$ cat src/rtl/pedagio_sensor_if.sv
// pedagio_sensor_if: detector inputs and classification handshake of the toll sensor
interface pedagio_sensor_if;
  logic veiculo_presente;
  logic pulso_eixo;
  logic [3:0] peso_in;
  logic [1:0] Eixos;
  logic [3:0] Peso;
  logic ready;
  logic erro;
  logic [2:0] num_eixos;
  modport master (
    input  veiculo_presente, pulso_eixo, peso_in,
    output Eixos, Peso, ready, erro, num_eixos
  );
  modport slave (
    output veiculo_presente, pulso_eixo, peso_in,
    input  Eixos, Peso, ready, erro, num_eixos
  );
endinterface

$ cat src/rtl/pedagio_sensor.sv
// pedagio_sensor: debounced axle counting, peak weighing and ready strobe per vehicle
module pedagio_sensor #(
  parameter int DEBOUNCE = 4,
  parameter int READY_CYCLES = 8,
  parameter int TIMEOUT = 1000
) (
  input logic clk,
  input logic reset,
  pedagio_sensor_if.master bus
);
  localparam int DW = $clog2(DEBOUNCE + 1);
  localparam logic [DW-1:0] DEB_LAST = DW'(DEBOUNCE - 1);
  localparam logic [DW-1:0] DEB_MAX = DW'(DEBOUNCE);
  localparam logic [15:0] TMO_LAST = 16'(TIMEOUT - 1);
  localparam logic [15:0] RDY_LAST = 16'(READY_CYCLES - 1);
  typedef enum logic [2:0] {IDLE, COUNT, EVAL, READY, ERRO} state_t;
  state_t state, state_n;
  logic [DW-1:0] deb, deb_n;
  logic [2:0] cnt, cnt_n, num_n;
  logic [3:0] peak, peak_n, peso_n;
  logic [15:0] tmo, tmo_n;
  logic [1:0] eixos_n;
  logic erro_n, hit;
  always_ff @(posedge clk) begin
    if (reset) begin
      state <= IDLE;
      deb <= '0;
      cnt <= '0;
      peak <= '0;
      tmo <= '0;
      bus.Eixos <= '0;
      bus.Peso <= '0;
      bus.num_eixos <= '0;
      bus.erro <= 1'b0;
    end else begin
      state <= state_n;
      deb <= deb_n;
      cnt <= cnt_n;
      peak <= peak_n;
      tmo <= tmo_n;
      bus.Eixos <= eixos_n;
      bus.Peso <= peso_n;
      bus.num_eixos <= num_n;
      bus.erro <= erro_n;
    end
  end
  always_comb begin
    state_n = state;
    deb_n = '0;
    cnt_n = cnt;
    peak_n = peak;
    tmo_n = tmo;
    eixos_n = bus.Eixos;
    peso_n = bus.Peso;
    num_n = bus.num_eixos;
    // debounce parks at DEB_MAX so a held treadle counts only once
    hit = state == COUNT && bus.pulso_eixo && deb == DEB_LAST;
    case (state)
      IDLE: if (bus.veiculo_presente) begin
        state_n = COUNT;
        cnt_n = '0;
        tmo_n = '0;
        peak_n = bus.peso_in;
      end
      COUNT: begin
        deb_n = bus.pulso_eixo ? (deb == DEB_MAX ? deb : deb + DW'(1)) : '0;
        cnt_n = hit && cnt != 3'd7 ? cnt + 3'd1 : cnt;
        peak_n = bus.peso_in > peak ? bus.peso_in : peak;
        tmo_n = tmo + 16'd1;
        if (!bus.veiculo_presente) begin
          state_n = EVAL;
          tmo_n = '0;
        end else if (tmo == TMO_LAST) begin
          state_n = ERRO;
          num_n = cnt_n;
        end
      end
      EVAL: begin
        num_n = cnt;
        tmo_n = '0;
        state_n = cnt < 3'd2 ? ERRO : READY;
        eixos_n = cnt < 3'd2 ? bus.Eixos : cnt >= 3'd5 ? 2'd3 : 2'(cnt - 3'd2);
        peso_n = cnt < 3'd2 ? bus.Peso : peak;
      end
      READY: begin
        tmo_n = tmo + 16'd1;
        state_n = tmo == RDY_LAST ? IDLE : READY;
      end
      ERRO: state_n = bus.veiculo_presente ? ERRO : IDLE;
      default: state_n = IDLE;
    endcase
    erro_n = state_n == ERRO && state != ERRO;
  end
  assign bus.ready = state == READY;
endmodule

$ cat src/flat_wrapper.sv
// flat-port wrapper written by rule: the top's interface ports become plain ports
module pedagio_sensor_flat 
#(
  parameter int DEBOUNCE = 4,
  parameter int READY_CYCLES = 8,
  parameter int TIMEOUT = 1000
)
  (clk, reset, bus_veiculo_presente, bus_pulso_eixo, bus_peso_in, bus_Eixos, bus_Peso, bus_ready, bus_erro, bus_num_eixos);
  pedagio_sensor_if bus_i ();
  input logic clk;
  input logic reset;
  input wire logic [$bits(bus_i.veiculo_presente)-1:0] bus_veiculo_presente;
  input wire logic [$bits(bus_i.pulso_eixo)-1:0] bus_pulso_eixo;
  input wire logic [$bits(bus_i.peso_in)-1:0] bus_peso_in;
  output wire logic [$bits(bus_i.Eixos)-1:0] bus_Eixos;
  output wire logic [$bits(bus_i.Peso)-1:0] bus_Peso;
  output wire logic [$bits(bus_i.ready)-1:0] bus_ready;
  output wire logic [$bits(bus_i.erro)-1:0] bus_erro;
  output wire logic [$bits(bus_i.num_eixos)-1:0] bus_num_eixos;
  assign bus_i.veiculo_presente = bus_veiculo_presente;
  assign bus_i.pulso_eixo = bus_pulso_eixo;
  assign bus_i.peso_in = bus_peso_in;
  assign bus_Eixos = bus_i.Eixos;
  assign bus_Peso = bus_i.Peso;
  assign bus_ready = bus_i.ready;
  assign bus_erro = bus_i.erro;
  assign bus_num_eixos = bus_i.num_eixos;
  pedagio_sensor #(.DEBOUNCE(DEBOUNCE), .READY_CYCLES(READY_CYCLES), .TIMEOUT(TIMEOUT)) u_core (.clk(clk), .reset(reset), .bus(bus_i));
endmodule
$ cat config.mk
export PLATFORM = sky130hd
export DESIGN_NAME = pedagio_sensor_flat
export DESIGN_NICKNAME = d
export VERILOG_FILES = /design/src/rtl/pedagio_sensor_if.sv /design/src/rtl/pedagio_sensor.sv /design/src/flat_wrapper.sv
export SDC_FILE = /design/constraint.sdc
export NUM_CORES = 1
export LEC_CHECK = 0
export ABC_AREA = 1
export CAP_MARGIN = 20
export CORE_MARGIN = 2
export CORE_UTILIZATION = 50
export DETAILED_ROUTE_END_ITERATION = 8
export PLACE_DENSITY = 0.71
export SYNTH_ARGS = -nofsm -noshare
export SYNTH_HDL_FRONTEND = slang
export SYNTH_SLANG_ARGS = --single-unit
$ cat constraint.sdc
create_clock -name clk -period 1.87 [get_ports clk]
set_input_delay 0.374 -clock clk [delete_from_list [all_inputs] [get_ports clk]]
set_output_delay 0.374 -clock clk [all_outputs]
set_load 0.01 [all_outputs]
Word-level counts from Yosys, hierarchy flattened
Cells that the tools add are included. W data, S select, Z words.

Register bits: 39. Bits of input ports: 8. Word-level logic and storage cells: 68.

Add/subtract/negate cells: 4. Order comparisons: 3. Eq/ne operators: 15. Muxes and demuxes: 20. Bitwise logic cells: 3. Reduce and logical (&&, ||, !) cells: 14.

Operators by type and width (number): $pmux W16 S4 (1); $mux W16 (2); $mux W3 (9); $add A16 B1 Y16 const B (1); $eq A16 B10 Y1 const B (1); $eq A16 B3 Y1 const B (1); $pmux W3 S5 (1); $pmux W3 S2 (2); $eq A3 B2 Y1 const B (3); $eq A3 B3 Y1 const B (3); $mux W4 (2); $ne A2 B2 Y1 const B (4); $pmux W4 S2 (1); $add A3 B1 Y3 const B (2); $ne A3 B3 Y1 const B (2); $reduce_and A2 Y1 (3); $reduce_and A3 Y1 (2); $gt A4 B4 Y1 (1); $logic_and A1 B1 Y1 (4); $mux W2 (2); $reduce_bool A2 Y1 (2); $reduce_bool A4 Y1 (1); $eq A3 B1 Y1 const B (1); $ge A3 B3 Y1 const B (1); 5 further kinds (7).

Longest topological paths before layout
Gate-level depths: netlist of run 1.

Depth in word-level cells: 8. Depth in mapped cells: 11. Depth with buffers taken out: 11.

Least setup slack after synthesis of run 1
OpenSTA, ideal clock, no wires.

Path type: register to register. From: register u_core.cnt[0]. To: register u_core.bus.num_eixos[2]. Library setup time: 0.113 ns. Data arrival time: 1.322 ns. Setup slack: 0.435 ns. Cell stages (with the launch flop): 9. Period minus slack after synthesis: 1.435 ns. Path through: dfxtp_1 ha_1 ha_1 nor2_1 nand3_4 o21ai_1 nor2_1 nor2_1 nor2_1.

Word-level cells in the longest chain between the ends: 6.

Ends and longest elaborated chain: start, declared (RTL line pedagio_sensor.sv:19) `logic [2:0] cnt, cnt_n, num_n;`; start signal, assigned (RTL line pedagio_sensor.sv:38) `cnt <= cnt_n;`; parallel branches: the longest is 2 deep, another holds $add A3 B1 Y3; $mux W3 (*) (RTL line pedagio_sensor.sv:67) `cnt_n = hit && cnt != 3'd7 ? cnt + 3'd1 : cnt;`; $mux W3 (*) (RTL line pedagio_sensor.sv:73) `end else if (tmo == TMO_LAST) begin`; $mux W3 (*) (RTL line pedagio_sensor.sv:70) `if (!bus.veiculo_presente) begin`; $pmux W3 S2 (*) (RTL line pedagio_sensor.sv:58) `case (state)`; end signal, assigned (RTL line pedagio_sensor.sv:43) `bus.num_eixos <= num_n;`; end, declared (RTL line pedagio_sensor_if.sv:13) `output Eixos, Peso, ready, erro, num_eixos`.

Every way passes the cells marked *. The select of a mux whose other input is x is not followed. A chain may end at the register's enable or synchronous reset.

Final worst setup path of run 1
Same ends and word-level chain as after synthesis.

==> results.toml, run 1 <==
[run_status]
run_status = "finished, final reports clean"

[clock_tree]
numCtsBuffers = 5
postCtsHoldBufs = 0
root_buffer = "clkbuf_8"
cts_tree = "done"
clkTransAtPathRegs_ns = 0.07
clock_latency_ns = 0.29
cts_sinks = 39
cts.path.max_buffers = 2
cts_max_level = 2

[critical_path]
cp_top_family = "simple AND/OR/NAND/NOR gates"
r2r.worst_path.cells = 9
crit_type = "flip-flop to flip-flop"
crit_chain = "ha_1 -> ha_1 -> nor2_1 -> nand3_4 -> nand2_1 -> o21ai_1 -> nor2_1 -> nor2_1 -> nor2_1"
cp-start-kind = "flip-flop"
required_ns = 2.10
path_max_fanout = 6
crit_slowest_cell = "dfxtp_1"
max_stage_delay_ns = 0.37
crit_top_cell = "nor2_1"
crit_cells = 9
cp-end-kind = "flip-flop"
cp.buffers_inverters = 0
arrival_ns = 1.89

[floorplanning]
die_y_um = 69.9
io_pins = 19
num_rows = 23
coreArea_um2 = 4090
initial_utilization = 0.531
die-area_um2 = 4880
dieWidth_um = 69.9

[sta]
hold_viol = 0
fmax_mhz = 603
clock_skew_ns = 0.00272
finalCritPeriodShare = 0.887
relSlewSlack = 0.708
rsz0062_at_grt = "no"
worst_pin_slew_ns = 0.438
setup-violations-final = 0
finalMaxSlewViolations = 0
finalCriticalPeriod_ns = 1.66
hold_ws_ns = 0.474

[synth]
synth_area_um2 = 2170
synth_cell_types = 32
yosys_warnings = 0
async_flop_share = 0
synth_fp_nets = 328
ys_seq_area_frac = 0.360
netlist_instances = 309
synthFlopType = "dfxtp_1"
syn_avg_cell_area_um2 = 7.02
synth-edff-count = 0
ys_ff_latch = 39

[route]
viasPerCell = 5.12
avgRoutedWirePerCell_um = 11.8
dr.pass1.iters = 6
route.detailed.drc = 0
wl_um = 4530
num_vias = 1970
drt_iter0_markers = 97
antenna_left = 0

[global_route]
met1_usage = 0.290
grt_use_met3 = 0.0447
grt-busiest-layer = "met2"
grt-ovfl-total = 0
first_global_vias = 1845
grtUsageMet2 = 0.308
grt_usage = 0.204
antenna_found_initial = 0
grt_pass1_wl_um = 8180
grt_max_degree = 16

[power_and_ir_drop]
total_power_mw = 1.82
ir_worst_vdd_mv = 0.469
p_leak_nw = 1.04
power_density_nw_per_um2 = 713

[cells_and_area]
nFillCells = 401
postLayoutCoreUtil = 0.623
syn2layout_area_growth_pct = 17.4
diodes = 0
final_nets = 353
layout-drive-gt1-share = 0.137

[worst_hold_path]
hold_depth = 2
min_path_type = "flip-flop to flip-flop"

[placement]
io_buffer_count = 18
place.gp.congestion = 0.821
dpl.hpwl_um = 3400

[run]
drv_cap = 0
==> worst reg2reg max path, cell delays in order (launching register included) <==
cell and delay, ns:
dfxtp_1 0.37, ha_1 0.23, ha_1 0.20, nor2_1 0.23, nand3_4 0.14, nand2_1 0.11
o21ai_1 0.08, nor2_1 0.10, nor2_1 0.06, nor2_1 0.10
==> cells in the mapped netlist (4+ instances only) <==
library cell	instances	area [µm²]
nand4_1	5	31.3
inv_1	36	135
nor2_2	5	31.3
a21oi_2	5	43.8
nand2_1	60	225
dfxtp_1	39	781
nand3_1	28	140
o21ai_0	9	45.0
nand2_2	6	37.5
o21ai_1	7	35.0
inv_2	5	18.8
a21oi_1	25	125
ha_1	11	138
nor2_1	41	154
o21ai_2	4	35.0
==> where the power goes <==
group          leakage (nW)  switching, mW  total, mW  internal (mW)
clock network        0.0612          0.295      0.727          0.432
registers             0.316         0.0110      0.862          0.850
logic                 0.660          0.136      0.227         0.0908
==> area by class of cell <==
class | instances | area (µm²) | share of cell area
Multi-Input combinational cell | 221 | 1190 | 0.467
Sequential cell | 39 | 781 | 0.307
Timing Repair Buffer | 23 | 229 | 0.0899
Inverter | 44 | 168 | 0.0658
Clock buffer | 6 | 82.6 | 0.0324
Tap cell | 50 | 62.6 | 0.0246
Clock inverter | 2 | 35.0 | 0.0138
==> per-stage QoR <==
| step | setup slack [ns] | setup TNS, ns | cells | instance area (µm²) |
|---|---|---|---|---|
| 2_1_floorplan | 0.435 | 0 | 309 | 2170 |
| 3_3_place_gp | 0.00717 | 0 | 377 | 2430 |
| 3_5_place_dp | -0.0249 | -0.0606 | 377 | 2430 |
| 4_1_cts | 0.211 | 0 | 385 | 2550 |
| 5_1_grt | 0.0454 | 0 | 385 | 2550 |
| 6_report | 0.212 | 0 | 385 | 2550 |
==> cells in the final DEF, fill, tap and decap left out, drive strengths merged, types with 2 or more instances in the layout <==
cell type / instances
buf: 5
o21ai: 20
o211a: 2
dfxtp: 39
inv: 42
clkdlybuf4s50: 17
nand3: 30
nand4: 5
a21oi: 31
a31oi: 2
clkinv: 3
ha: 11
clkbuf: 6
nor2: 46
nor3: 3
nand2: 67
==> what timing repair did <==
action | 4_1_cts | 5_1_grt
gates resized for setup | 2 | 0
endpoints found under the setup margin | 1 | 0
hold endpoints to repair | 0 | 0
setup buffers | 0 | 0
==> path summary, 6_finish.rpt <==
kind	from	to	slack, ns
max	u_core.cnt[0]	u_core.bus.num_eixos[2]	0.21
min	u_core.bus.Eixos[1]	u_core.bus.Eixos[1]	0.47
max reg2reg	u_core.cnt[0]	u_core.bus.num_eixos[2]	0.21
min reg2reg	u_core.bus.Eixos[1]	u_core.bus.Eixos[1]	0.47
==> cells by family (layout without fill, tap and decap cells) <==
logic type      Yosys count  count (layout)  share of synthesized area
compound gates           58              58                      0.164
simple gates            151             151                      0.315
xor+xnor                  1               1                    0.00404
fa+ha+maj                11              11                     0.0634
flops                    39              39                      0.360
buf+inv                  49              75                     0.0934
==> routing by layer <==
layer	up-vias	part of all wire
met5	-	0
met4	0	0.013
met3	7	0.042
met2	39	0.43
met1	864	0.51
li1	1060	-
==> sequential cells by signal, indices dropped and copies added (netlist names) <==
register              count
u_core.peak               4
u_core.bus.erro           1
u_core.bus.num_eixos      3
u_core.bus.Eixos          2
u_core.state              3
u_core.tmo               16
u_core.bus.Peso           4
u_core.deb                3
u_core.cnt                3
(Power assumes the default switching activity.)
==> run 2, diff against run 1 <==
SKIP_CTS_REPAIR_TIMING = 1   (was unset)
==> results.toml, run 2 (same netlist as run 1, synthesis figures left out) <==
[run_status]
run_status = "finished, final reports clean"

[floorplanning]
coreArea_um2 = 4090
initial_utilization = 0.531
die-area_um2 = 4880
num_rows = 23
die_y_um = 69.9
io_pins = 19
dieWidth_um = 69.9

[placement]
io_buffer_count = 18
dpl.hpwl_um = 3400
place.gp.congestion = 0.821

[route]
wl_um = 4530
avgRoutedWirePerCell_um = 11.8
drt_iter0_markers = 124
viasPerCell = 5.18
antenna_left = 0
num_vias = 1993
dr.pass1.iters = 6
route.detailed.drc = 0

[critical_path]
crit_top_cell = "nor2_1"
cp-start-kind = "flip-flop"
cp_top_family = "simple AND/OR/NAND/NOR gates"
cp-end-kind = "flip-flop"
required_ns = 2.10
cp.buffers_inverters = 0
crit_type = "flip-flop to flip-flop"
crit_slowest_cell = "dfxtp_1"
crit_chain = "ha_1 -> ha_1 -> nor2_1 -> nand3_4 -> nand2_1 -> o21ai_1 -> nor2_1 -> nor2_1 -> nor2_1"
max_stage_delay_ns = 0.37
arrival_ns = 1.89
path_max_fanout = 6

[cells_and_area]
nFillCells = 398
regArea_um2 = 782
regMostFlops = "u_core.tmo"
multi_input_area_um2 = 1190
final_nets = 353
diodes = 0
mostFrequentLayoutCells = "nand2_1, nor2_1, dfxtp_1"
largest_reg_flops = 16
reg.largest.list = "u_core.tmo (16), u_core.bus.Peso (4), u_core.peak (4)"
layout-drive-gt1-share = 0.140
syn2layout_area_growth_pct = 17.6
layout_commonest_cell = "nand2_1"

[clock_tree]
cts_max_level = 2
cts_tree = "done"
cts_sinks = 39
numCtsBuffers = 5
root_buffer = "clkbuf_8"
cts.path.max_buffers = 2
clock_latency_ns = 0.29
clkTransAtPathRegs_ns = 0.07

[power_and_ir_drop]
ir_worst_vdd_mv = 0.469
total_power_mw = 1.82
pwr-share-comb = 0.125
p_leak_nw = 1.05
swShare = 0.244
p_int_mw = 1.37
power_density_nw_per_um2 = 712
netSwitchingPower_uw = 442
p_seq_frac = 0.475
pwr-share-clk = 0.401

[worst_hold_path]
min_path_type = "flip-flop to flip-flop"

[run]
drv_cap = 0

[sta]
rsz0062_at_grt = "no"
setup-violations-final = 0
finalMaxSlewViolations = 0
worst_pin_slew_ns = 0.450
finalCriticalPeriod_ns = 1.66
fmax_mhz = 603
hold_viol = 0
setup_tns_ns = 0
finalCritPeriodShare = 0.887
clock_skew_ns = 0.00284
relSlewSlack = 0.699

[global_route]
grt-ovfl-total = 0
antenna_found_initial = 0
first_global_vias = 1843
grt_max_degree = 16
grt_usage = 0.204
grt_pass1_wl_um = 8180
-- run 2: metrics by stage --
| stage | utilization | cell area [µm²] | hold WS (ns) | instances | worst slack (ns) |
|---|---|---|---|---|---|
| after global placement | 0.594 | 2430 | 0.467 | 377 | 0.00717 |
| after detailed placement | 0.594 | 2430 | 0.465 | 377 | -0.0249 |
| after global routing | 0.624 | 2550 | 0.513 | 385 | 0.0454 |
| final | 0.624 | 2550 | 0.474 | 385 | 0.211 |
| after floorplan | - | 2170 | 0.447 | 309 | 0.435 |
| after CTS | 0.623 | 2540 | 0.482 | 385 | -0.0868 |
-- run 2: layout make-up --
cell class,count,share of cell area
clock inverters,2,0.0137
well taps,50,0.0245
flip-flops and latches,39,0.307
inverters,44,0.0657
clock buffers,6,0.0324
repair buffers,23,0.0912
multi-input cells,221,0.466
-- run 2: worst register-to-register path: cells and delay by family, from the launching register on --
| kind | cells | cell delay (ns) |
|---|---|---|
| flip-flops | 1 | 0.37 |
| AND/OR/NAND/NOR | 6 | 0.74 |
| adder cells (fa/ha/maj) | 2 | 0.43 |
| AO/OA/AOI/OAI | 1 | 0.08 |
-- run 2: final timing paths --
check	cells past startpoint	to	from	slack [ns]
worst max-delay path	9	u_core.bus.num_eixos[2]	u_core.cnt[0]	0.21
worst max register to register	9	u_core.bus.num_eixos[2]	u_core.cnt[0]	0.21
worst min-delay path	2	u_core.bus.Eixos[1]	u_core.bus.Eixos[1]	0.47
worst min register to register	2	u_core.bus.Eixos[1]	u_core.bus.Eixos[1]	0.47
-- run 2: power by group through the flow --
stage	logic (mW)	registers [mW]	clock network [mW]
after floorplan	0.156	0.880	0
after global placement	0.223	0.880	0
after detailed placement	0.227	0.881	0
after CTS	0.228	0.861	0.746
after global routing	0.262	0.865	0.780
final	0.227	0.862	0.727
-- run 2: layer usage --
metal | global-route usage | share of wire | vias up
met1 | 0.290 | 0.51 | 878
li1 | - | - | 1059
met5 | 0 | 0 | -
met3 | 0.0447 | 0.054 | 9
met2 | 0.308 | 0.42 | 47
met4 | 0.0641 | 0.016 | 0
==> run 3, diff against run 2 <==
DONT_BUFFER_PORTS = 1   (was unset)
PLACE_DENSITY = unset   (was 0.71)
==> results.toml, run 3 (same netlist as run 1, synthesis figures left out) <==
[floorplanning]
dieWidth_um = 69.9
initial_utilization = 0.531
coreArea_um2 = 4090
num_rows = 23
die-area_um2 = 4880
io_pins = 19
die_y_um = 69.9

[sta]
finalMaxSlewViolations = 0
clock_skew_ns = 0.00594
worst_pin_slew_ns = 0.497
relSlewSlack = 0.668
setup-violations-final = 0
finalCriticalPeriod_ns = 1.65
finalCritPeriodShare = 0.881
setup_tns_ns = 0
hold_viol = 0
rsz0062_at_grt = "no"
fmax_mhz = 607

[critical_path]
r2r_slack_ns = 0.22
cp-end-kind = "flip-flop"
required_ns = 2.10
path_max_fanout = 6
arrival_ns = 1.87
cp-start-kind = "flip-flop"
reg2reg_to = "u_core.cnt[1]"
crit_type = "flip-flop to flip-flop"
timing.rr.start = "u_core.cnt[0]"
r2r.worst_path.cells = 7

[worst_hold_path]
hold_path_end = "u_core.cnt[1]"
min_path_type = "input port to flip-flop"
hold_depth = 1
worstHoldStart = "reset"

[global_route]
grt_pass1_wl_um = 7940
antenna_found_initial = 0
grt_max_degree = 16
first_global_vias = 1739
grt_usage = 0.200
grt-ovfl-total = 0

[cells_and_area]
syn2layout_area_growth_pct = 5.36
largest_reg_flops = 16
final_nets = 331
layout-drive-gt1-share = 0.125
nFillCells = 412
mostFrequentLayoutCells = "nand2_1, nor2_1, dfxtp_1"
diodes = 0
reg.largest.list = "u_core.tmo (16), u_core.bus.Peso (4), u_core.peak (4)"
design_area_um2 = 2290
regMostFlops = "u_core.tmo"
layout_commonest_cell = "nand2_1"

[placement]
place.gp.congestion = 0.888
dpl.hpwl_um = 3390
place_area_um2 = 2200
io_buffer_count = 0

[clock_tree]
clock_latency_ns = 0.29
cts_sinks = 39
cts_tree = "done"
clkTransAtPathRegs_ns = 0.07
cts_max_level = 2
root_buffer = "clkbuf_8"
numCtsBuffers = 5
cts.path.max_buffers = 2

[power_and_ir_drop]
total_power_mw = 1.59
ir_worst_vdd_mv = 0.475
power_density_nw_per_um2 = 697
p_leak_nw = 0.926

[route]
wl_um = 4490
dr.pass1.iters = 4
avgRoutedWirePerCell_um = 12.4
antenna_left = 0
route.detailed.drc = 0
num_vias = 1890
drt_iter0_markers = 121
viasPerCell = 5.21

[run]
drv_cap = 0

[run_status]
run_status = "finished, final reports clean"
## run 3: changes by cell type in the layout (fill, tap and decap cells not counted), sizes merged
cell and delta:
buf -4, bufinv -1, clkbuf +1, clkdlybuf4s50 -17, dlymetal6s2s -1
## run 3: per-layer routing
| metal | vias up | share of wire | GRT usage |
|---|---|---|---|
| met5 | - | 0 | 0 |
| met4 | 0 | 0.010 | 0.0620 |
| met3 | 5 | 0.053 | 0.0519 |
| met2 | 39 | 0.41 | 0.285 |
| met1 | 835 | 0.53 | 0.293 |
| li1 | 1011 | - | - |
## run 3: layout make-up
cell class	instances	area [µm²]	area share
multi-input combinational	221	1190	0.519
sequential	39	781	0.342
inverter	44	168	0.0733
clock buffer	7	76.3	0.0334
tap	50	62.6	0.0274
timing repair buffer	1	7.51	0.00328
clock inverter	1	5.00	0.00219
## run 3: worst max-delay path by stage
stage                              from                      end  slack [ns]
after floorplan           u_core.cnt[0]  u_core.bus.num_eixos[2]        0.44
after global placement    u_core.cnt[0]            u_core.cnt[1]        0.29
after detailed placement  u_core.cnt[0]            u_core.cnt[1]        0.26
after CTS                 u_core.cnt[0]            u_core.cnt[1]        0.24
after global routing      u_core.cnt[0]            u_core.cnt[1]        0.07
final                     u_core.cnt[0]            u_core.cnt[1]        0.22
## run 3: critical path, cell delays in order, from the launching register on
cell	delay [ns]
dfxtp_1	0.39
ha_1	0.23
ha_1	0.20
nor2_1	0.22
nand3_4	0.14
o21ai_1	0.20
nand2_1	0.09
a21oi_1	0.12
## run 3: power by group
group	leakage (nW)	internal, mW	switching (mW)
registers	0.316	0.851	0.0122
clock network	0.0422	0.262	0.290
logic	0.568	0.0596	0.120
## run 3: metrics by stage
step           instances  utilization  hold WS [ns]  setup WS [ns]
5_1_grt              363        0.559         0.129         0.0712
3_3_place_gp         355        0.539         0.447          0.290
3_5_place_dp         355        0.539         0.448          0.264
2_1_floorplan        309            -         0.447          0.435
6_report             363        0.559         0.145          0.223
4_1_cts              363        0.559         0.134          0.242
